## config.mk

```make
export PLATFORM = sky130hd
export DESIGN_NAME = branch_resolve_stage
export DESIGN_NICKNAME = d
export VERILOG_FILES = /design/src/rtl/branch_resolve_stage.sv
export SDC_FILE = /design/constraint.sdc
export NUM_CORES = 1
export LEC_CHECK = 0
export CORE_MARGIN = 2
export CORE_UTILIZATION = 40
export CTS_BUF_LIST = sky130_fd_sc_hd__clkbuf_16
export CTS_CLUSTER_DIAMETER = 150
export CTS_CLUSTER_SIZE = 8
export DETAILED_ROUTE_END_ITERATION = 8
export GPL_TIMING_DRIVEN = 0
export HOLD_SLACK_MARGIN = 0.02
export PLACE_DENSITY = 0.68
export SLEW_MARGIN = 20
export SYNTH_ARGS = -nofsm -noshare
export SYNTH_HDL_FRONTEND = slang
export SYNTH_SLANG_ARGS = --single-unit
```

## constraint.sdc

```tcl
create_clock -name clk -period 2.75 [get_ports clk]
set_input_delay 0.275 -clock clk [delete_from_list [all_inputs] [get_ports clk]]
set_output_delay 0.275 -clock clk [all_outputs]
set_load 0.01 [all_outputs]
```

## src/rtl/branch_resolve_stage.sv

```systemverilog
// Branch resolve stage: registers comparator flags, decodes taken/not-taken, computes target
// and issues a one-cycle fetch redirect. Optional statistics counters under `BRANCH_STATS_EN`.
module branch_resolve_stage #(
    parameter int XLEN  = 32,
    parameter int CNT_W = 16
) (
    input  logic            clk,
    input  logic            rst_n,
    input  logic            in_valid,
    output logic            in_ready,
    input  logic [2:0]      br_type,
    input  logic            cmp_bigger,
    input  logic            cmp_equal,
    input  logic            cmp_less,
    input  logic            rs_sign,
    input  logic [XLEN-1:0] pc_plus4,
    input  logic [15:0]     imm16,
    output logic            out_valid,
    input  logic            out_ready,
    output logic            out_taken,
    output logic [XLEN-1:0] out_target,
    output logic            redirect,
    output logic [XLEN-1:0] redirect_pc,
`ifdef BRANCH_STATS_EN
    output logic [CNT_W-1:0] stat_taken,
    output logic [CNT_W-1:0] stat_not_taken,
`endif
    output logic [1:0]      dbg_state,
    output logic            dbg_cmp_less,
    input  logic            kill
);

    // Handshakes: a transfer happens on a cycle where valid and ready are both high at the
    // rising edge; out_* stay stable while out_valid=1 and out_ready=0.
    typedef enum logic [1:0] {
        S_IDLE     = 2'd0,
        S_RESOLVED = 2'd1,
        S_REDIRECT = 2'd2
    } state_e;

    state_e          state_q, state_d;
    logic [2:0]      type_q;
    logic            eq_q, big_q, less_q, sign_q;
    logic [XLEN-1:0] pc4_q, target_q;
    logic [XLEN-1:0] target_calc;
    logic            capture;
    logic            taken_dec;
    logic            out_hs;

    assign target_calc = pc_plus4 + {{(XLEN-18){imm16[15]}}, imm16, 2'b00};

    always_comb begin
        taken_dec = 1'b0;
        case (type_q)
            3'd0:    taken_dec = eq_q;
            3'd1:    taken_dec = !eq_q;
            3'd2:    taken_dec = sign_q | eq_q;
            3'd3:    taken_dec = !sign_q & big_q;
            3'd4:    taken_dec = sign_q;
            3'd5:    taken_dec = !sign_q;
            3'd6:    taken_dec = 1'b1;
            default: taken_dec = 1'b0;
        endcase
    end

    assign out_valid   = (state_q == S_RESOLVED);
    assign out_taken   = out_valid & taken_dec;
    assign out_target  = taken_dec ? target_q : pc4_q;
    assign redirect    = (state_q == S_REDIRECT);
    assign redirect_pc = redirect ? target_q : '0;
    assign in_ready    = (state_q == S_IDLE) |
                         ((state_q == S_RESOLVED) & out_ready & !taken_dec);
    assign out_hs      = out_valid & out_ready;
    assign dbg_state   = state_q;
    assign dbg_cmp_less = less_q;

    always_comb begin
        state_d = state_q;
        capture = 1'b0;
        case (state_q)
            S_IDLE: begin
                if (in_valid) begin
                    capture = 1'b1;
                    state_d = S_RESOLVED;
                end
            end
            S_RESOLVED: begin
                if (out_ready) begin
                    if (taken_dec) begin
                        state_d = S_REDIRECT;
                    end else if (in_valid) begin
                        capture = 1'b1;
                        state_d = S_RESOLVED;
                    end else begin
                        state_d = S_IDLE;
                    end
                end
            end
            S_REDIRECT: state_d = S_IDLE;
            default:    state_d = S_IDLE;
        endcase
        // Kill wins over everything: drops held result, same-cycle capture and pending redirect.
        if (kill) begin
            state_d = S_IDLE;
            capture = 1'b0;
        end
    end

    always_ff @(posedge clk or negedge rst_n) begin
        if (!rst_n) begin
            state_q  <= S_IDLE;
            type_q   <= 3'd0;
            eq_q     <= 1'b0;
            big_q    <= 1'b0;
            less_q   <= 1'b0;
            sign_q   <= 1'b0;
            pc4_q    <= '0;
            target_q <= '0;
        end else begin
            state_q <= state_d;
            if (capture) begin
                type_q   <= br_type;
                eq_q     <= cmp_equal;
                big_q    <= cmp_bigger;
                less_q   <= cmp_less;
                sign_q   <= rs_sign;
                pc4_q    <= pc_plus4;
                target_q <= target_calc;
            end
        end
    end

`ifdef BRANCH_STATS_EN
    logic [CNT_W-1:0] stat_taken_q, stat_not_taken_q;

    always_ff @(posedge clk or negedge rst_n) begin
        if (!rst_n) begin
            stat_taken_q     <= '0;
            stat_not_taken_q <= '0;
        end else if (out_hs && !kill) begin
            if (taken_dec) begin
                if (stat_taken_q != '1) stat_taken_q <= stat_taken_q + 1'b1;
            end else begin
                if (stat_not_taken_q != '1) stat_not_taken_q <= stat_not_taken_q + 1'b1;
            end
        end
    end

    assign stat_taken     = stat_taken_q;
    assign stat_not_taken = stat_not_taken_q;
`endif

endmodule

```

==> results.md <==
- IO Count: 131
- #FFs+latches synth: between 70 and 80
- ANT nets after route: 0
- Pre-CTS setup slack: -566 ps
- CTS HTree Levels: 3
- Fill count: 1,180
- Crit path cell chain: clkdlybuf4s50_1 > ha_1 > fa_2 > a21oi_2 > o21ai_2 > a221oi_2 > o211ai_1 > nand3_1 > nor3_1 > or3_1
- WL/cell: 16.0 µm
- Relative slew slack: between 50% and 60%
- Seq/Total Area, Yosys: 35.2%
- TritonCTS buffer count: 9
- Post-Syn Area: 5050 µm²
- Dominant synthesized flop cell: dfrtp_1
- Synthesis Warnings: 0
- Worst-path clk slew: 60 ps
- DR iter-0 viols: 491
- Slowest cell on crit path: clkdlybuf4s50_1
- DR vias: 5,178
- Final hold violation count: 0
- Synth Area in XOR/XNOR: 3.64%
- Status: completed
- Cell Rows: 41
- Port bufs: 130
- Final Setup Violations: 0
- Root Driver: clkbuf_16
- Syn avg cell area: around 7.4 µm²
- Final Max Slew Viols: 0
- Area grow syn2layout: 39.5%
- Grt total ovfl: 0
- Leakage Power: between 0.003 and 0.004 µW
- Largest fanout on the critical path: 3
- Worst-Margin Slew: about 670 ps
- Adder-Cell Fraction of Synth Area: 7.58%
- Syn_nets: 771
- Largest net degree at the start of global routing: 48
- Pre-Repair DR Iteration Count: 5
- Final GP Congestion: 0.920
- Fraction of the mapped netlist area in simple logic gates: 32.6%
- Diode count: 0
- Total track usage: between 20% and 30%
- Largest family of logic cells by synthesized area: simple AND/OR/NAND/NOR gates
- Clk_lat worst skew: about 330 ps
- CP endpoint kind: flop
- Tcrit/Tclk final: 95.3%
- Async set-reset flop share out of synthesis: 100%
- Die Y: ~120 µm
- WP buf/inv: 1
- CTS sink cnt: 71
- Multiplexer share of the synthesized area: 0.595%
- Vias in the first global route: 4,884
- Chip Width: 116 µm
- Max-cap viol count: 0
- Synth Area in Compound Gates: 15.8%
- Min cycle time layout: between 2000 and 3000 ps
- First-pass GRT wire length: between 20,000 and 25,000 µm
- Initial antenna violation count: 0
- Number of flops mapped to enable cells by yosys: 0
- Power density cells: 846 nW/µm²
- Nets: 916
- Post-synth cell types: 58
- Crit-path max cell delay: 430 ps
- Cells after synthesis: approximately 680
- VDD IR-drop max: 0.394 mV
- Setup ws final: 128 ps
- Final HPWL DP: ~12,000 µm
- Hold WS: 388 ps
- CP startpoint kind: input pin
- Top delay family on crit path: compound AO/OA/AOI/OAI gates
- Core area: 12,500 µm²
- Type of the worst setup path: input pin to flop
- DRC: 0
- Hold crit path type: input pin to async pin
- Max Buffers Root-to-Sink: 2
- Vias per cell: 5.17
- Layout cells sized above 1: under 10%
- Fmax: 381 MHz
- Final wirelength: 16,000 µm
- Starting Density: 40.5%
- Final core utilization: between 50% and 60%
- Critical Path AT: roughly 2800 ps
- Data required, critical path: just under 3000 ps
- Die ar.: 13,500 µm²
- Unrepaired setup endpoints after global routing: false
- CTS tree: built
- Final setup skew: between 5 and 6 ps
## layer usage
| layer | vias to the layer above | global-route usage (%) | routed length, µm | share of wire (%) |
|---|---|---|---|---|
| met4 | 0 | 7.62 | 376 | 2.3 |
| met3 | 29 | 3.17 | 828 | 5.2 |
| met1 | 2418 | 33.2 | 7470 | 47 |
| met5 | - | 0 | 0 | 0 |
| li1 | 2561 | - | - | - |
| met2 | 170 | 37.8 | 7340 | 46 |
## cells by family after synthesis
kind of cell | after synthesis
xor+xnor | 21
mux | 3
simple gates | 379
compound gates | 128
buf+inv | 49
fa+ha+maj | 30
flops | 71
## layout make-up
type | count | area, µm² | area share, %
multi-input cells | 561 | 3090 | 43.9
flip-flops and latches | 71 | 1780 | 25.2
repair buffers | 134 | 1410 | 20.0
plain buffers | 39 | 230 | 3.27
clock buffers | 9 | 225 | 3.20
well taps | 172 | 215 | 3.05
clock inverters | 6 | 53.8 | 0.763
inverters | 10 | 40.0 | 0.568
## worst paths after layout
path	startpoint	end	slack (ps)	depth (start not counted)
max in group asynchronous	rst_n	pc4_q[27]	1800	3
max	pc_plus4[2]	target_q[28]	130	10
max reg2reg	type_q[2]	target_q[18]	230	10
min reg2reg	pc4_q[11]	pc4_q[11]	470	2
min	rst_n	pc4_q[14]	390	2
min in group clk	pc4_q[11]	pc4_q[11]	470	2
## cell usage after synthesis, types with 2 or more instances
master | number | area (µm²)
nand2_1 | 269 | 1010
dfrtp_1 | 71 | 1780
a21oi_1 | 41 | 205
and2_1 | 34 | 213
o21ai_0 | 33 | 165
ha_1 | 29 | 363
nor2_1 | 25 | 93.8
clkbuf_1 | 22 | 82.6
buf_2 | 13 | 65.1
xor2_1 | 12 | 105
a21o_1 | 10 | 75.1
inv_1 | 10 | 37.5
xnor2_1 | 9 | 78.8
nand3_1 | 8 | 40.0
and3_1 | 7 | 43.8
o21ai_1 | 7 | 35.0
nand4_1 | 6 | 37.5
a31oi_1 | 5 | 31.3
nor2b_1 | 5 | 31.3
nor3_1 | 4 | 20.0
o211ai_1 | 4 | 30.0
or3_1 | 4 | 25.0
a211oi_1 | 3 | 22.5
a221o_1 | 3 | 30.0
mux2i_1 | 3 | 30.0
nand2b_1 | 3 | 18.8
nor3b_1 | 3 | 22.5
a221oi_1 | 2 | 17.5
buf_6 | 2 | 22.5
o21a_1 | 2 | 15.0
o21bai_1 | 2 | 15.0
o311ai_1 | 2 | 17.5
or2_2 | 2 | 12.5
or4_1 | 2 | 15.0
## flip-flops by register name (all words and copies together), names as in the netlist
register,cells
type_q,3
big_q,1
sign_q,1
dbg_state,2
pc4_q,32
target_q,30
dbg_cmp_less,1
eq_q,1
## through the flow
stage | cell area [µm²] | total power (µW) | instances | TNS (ps)
2_1_floorplan | 5050 | 3320 | 681 | 0
3_3_place_gp | 6570 | 4780 | 983 | -85220
3_5_place_dp | 6590 | 4840 | 984 | -6380
4_1_cts | 6940 | 6060 | 1002 | -3.95
5_1_grt | 7050 | 6400 | 1002 | 0
6_report | 7050 | 5960 | 1002 | 0
## worst reg2reg max path: stages (launching register included)
cell	delay (ps)
dfrtp_1	430
nand2b_1	170
a31oi_1	210
a31o_1	120
buf_2	210
o22a_1	140
buf_2	230
clkbuf_1	420
buf_2	360
nand2_1	90
o21ai_0	70
## power breakdown
group	total (µW)	internal (µW)	switching [µW]
Sequential	1790	1480	311
Clock	1120	686	436
Combinational	3050	1390	1660
## repair_timing
item,CTS,global route
hold buffers,1,0
endpoints found under the setup margin,51,39
hold endpoints to repair,24,0
pin swaps,1,0
buffers inserted,2,0
gates resized for setup,22,45
## placed cells by master, fill, tap and decap left out, drive strengths merged, types with 2 or more instances in the layout
cell	n
nand2	270
clkdlybuf4s50	97
dfrtp	71
a21oi	41
o21ai	40
and2	34
clkbuf	31
ha	29
dlymetal6s2s	28
nor2	25
buf	22
xor2	12
inv	11
a21o	11
xnor2	9
nand3	8
and3	7
nand4	7
a31oi	6
nor2b	5
or3	5
nor3	4
o211ai	4
nand2b	3
a211oi	3
nor3b	3
a221o	3
mux2i	3
dlygate4sd2	3
or2	3
clkinv	3
o21a	2
o21bai	2
o311ai	2
a31o	2
a221oi	2
or4	2
Power figures use the tool's default switching activity.
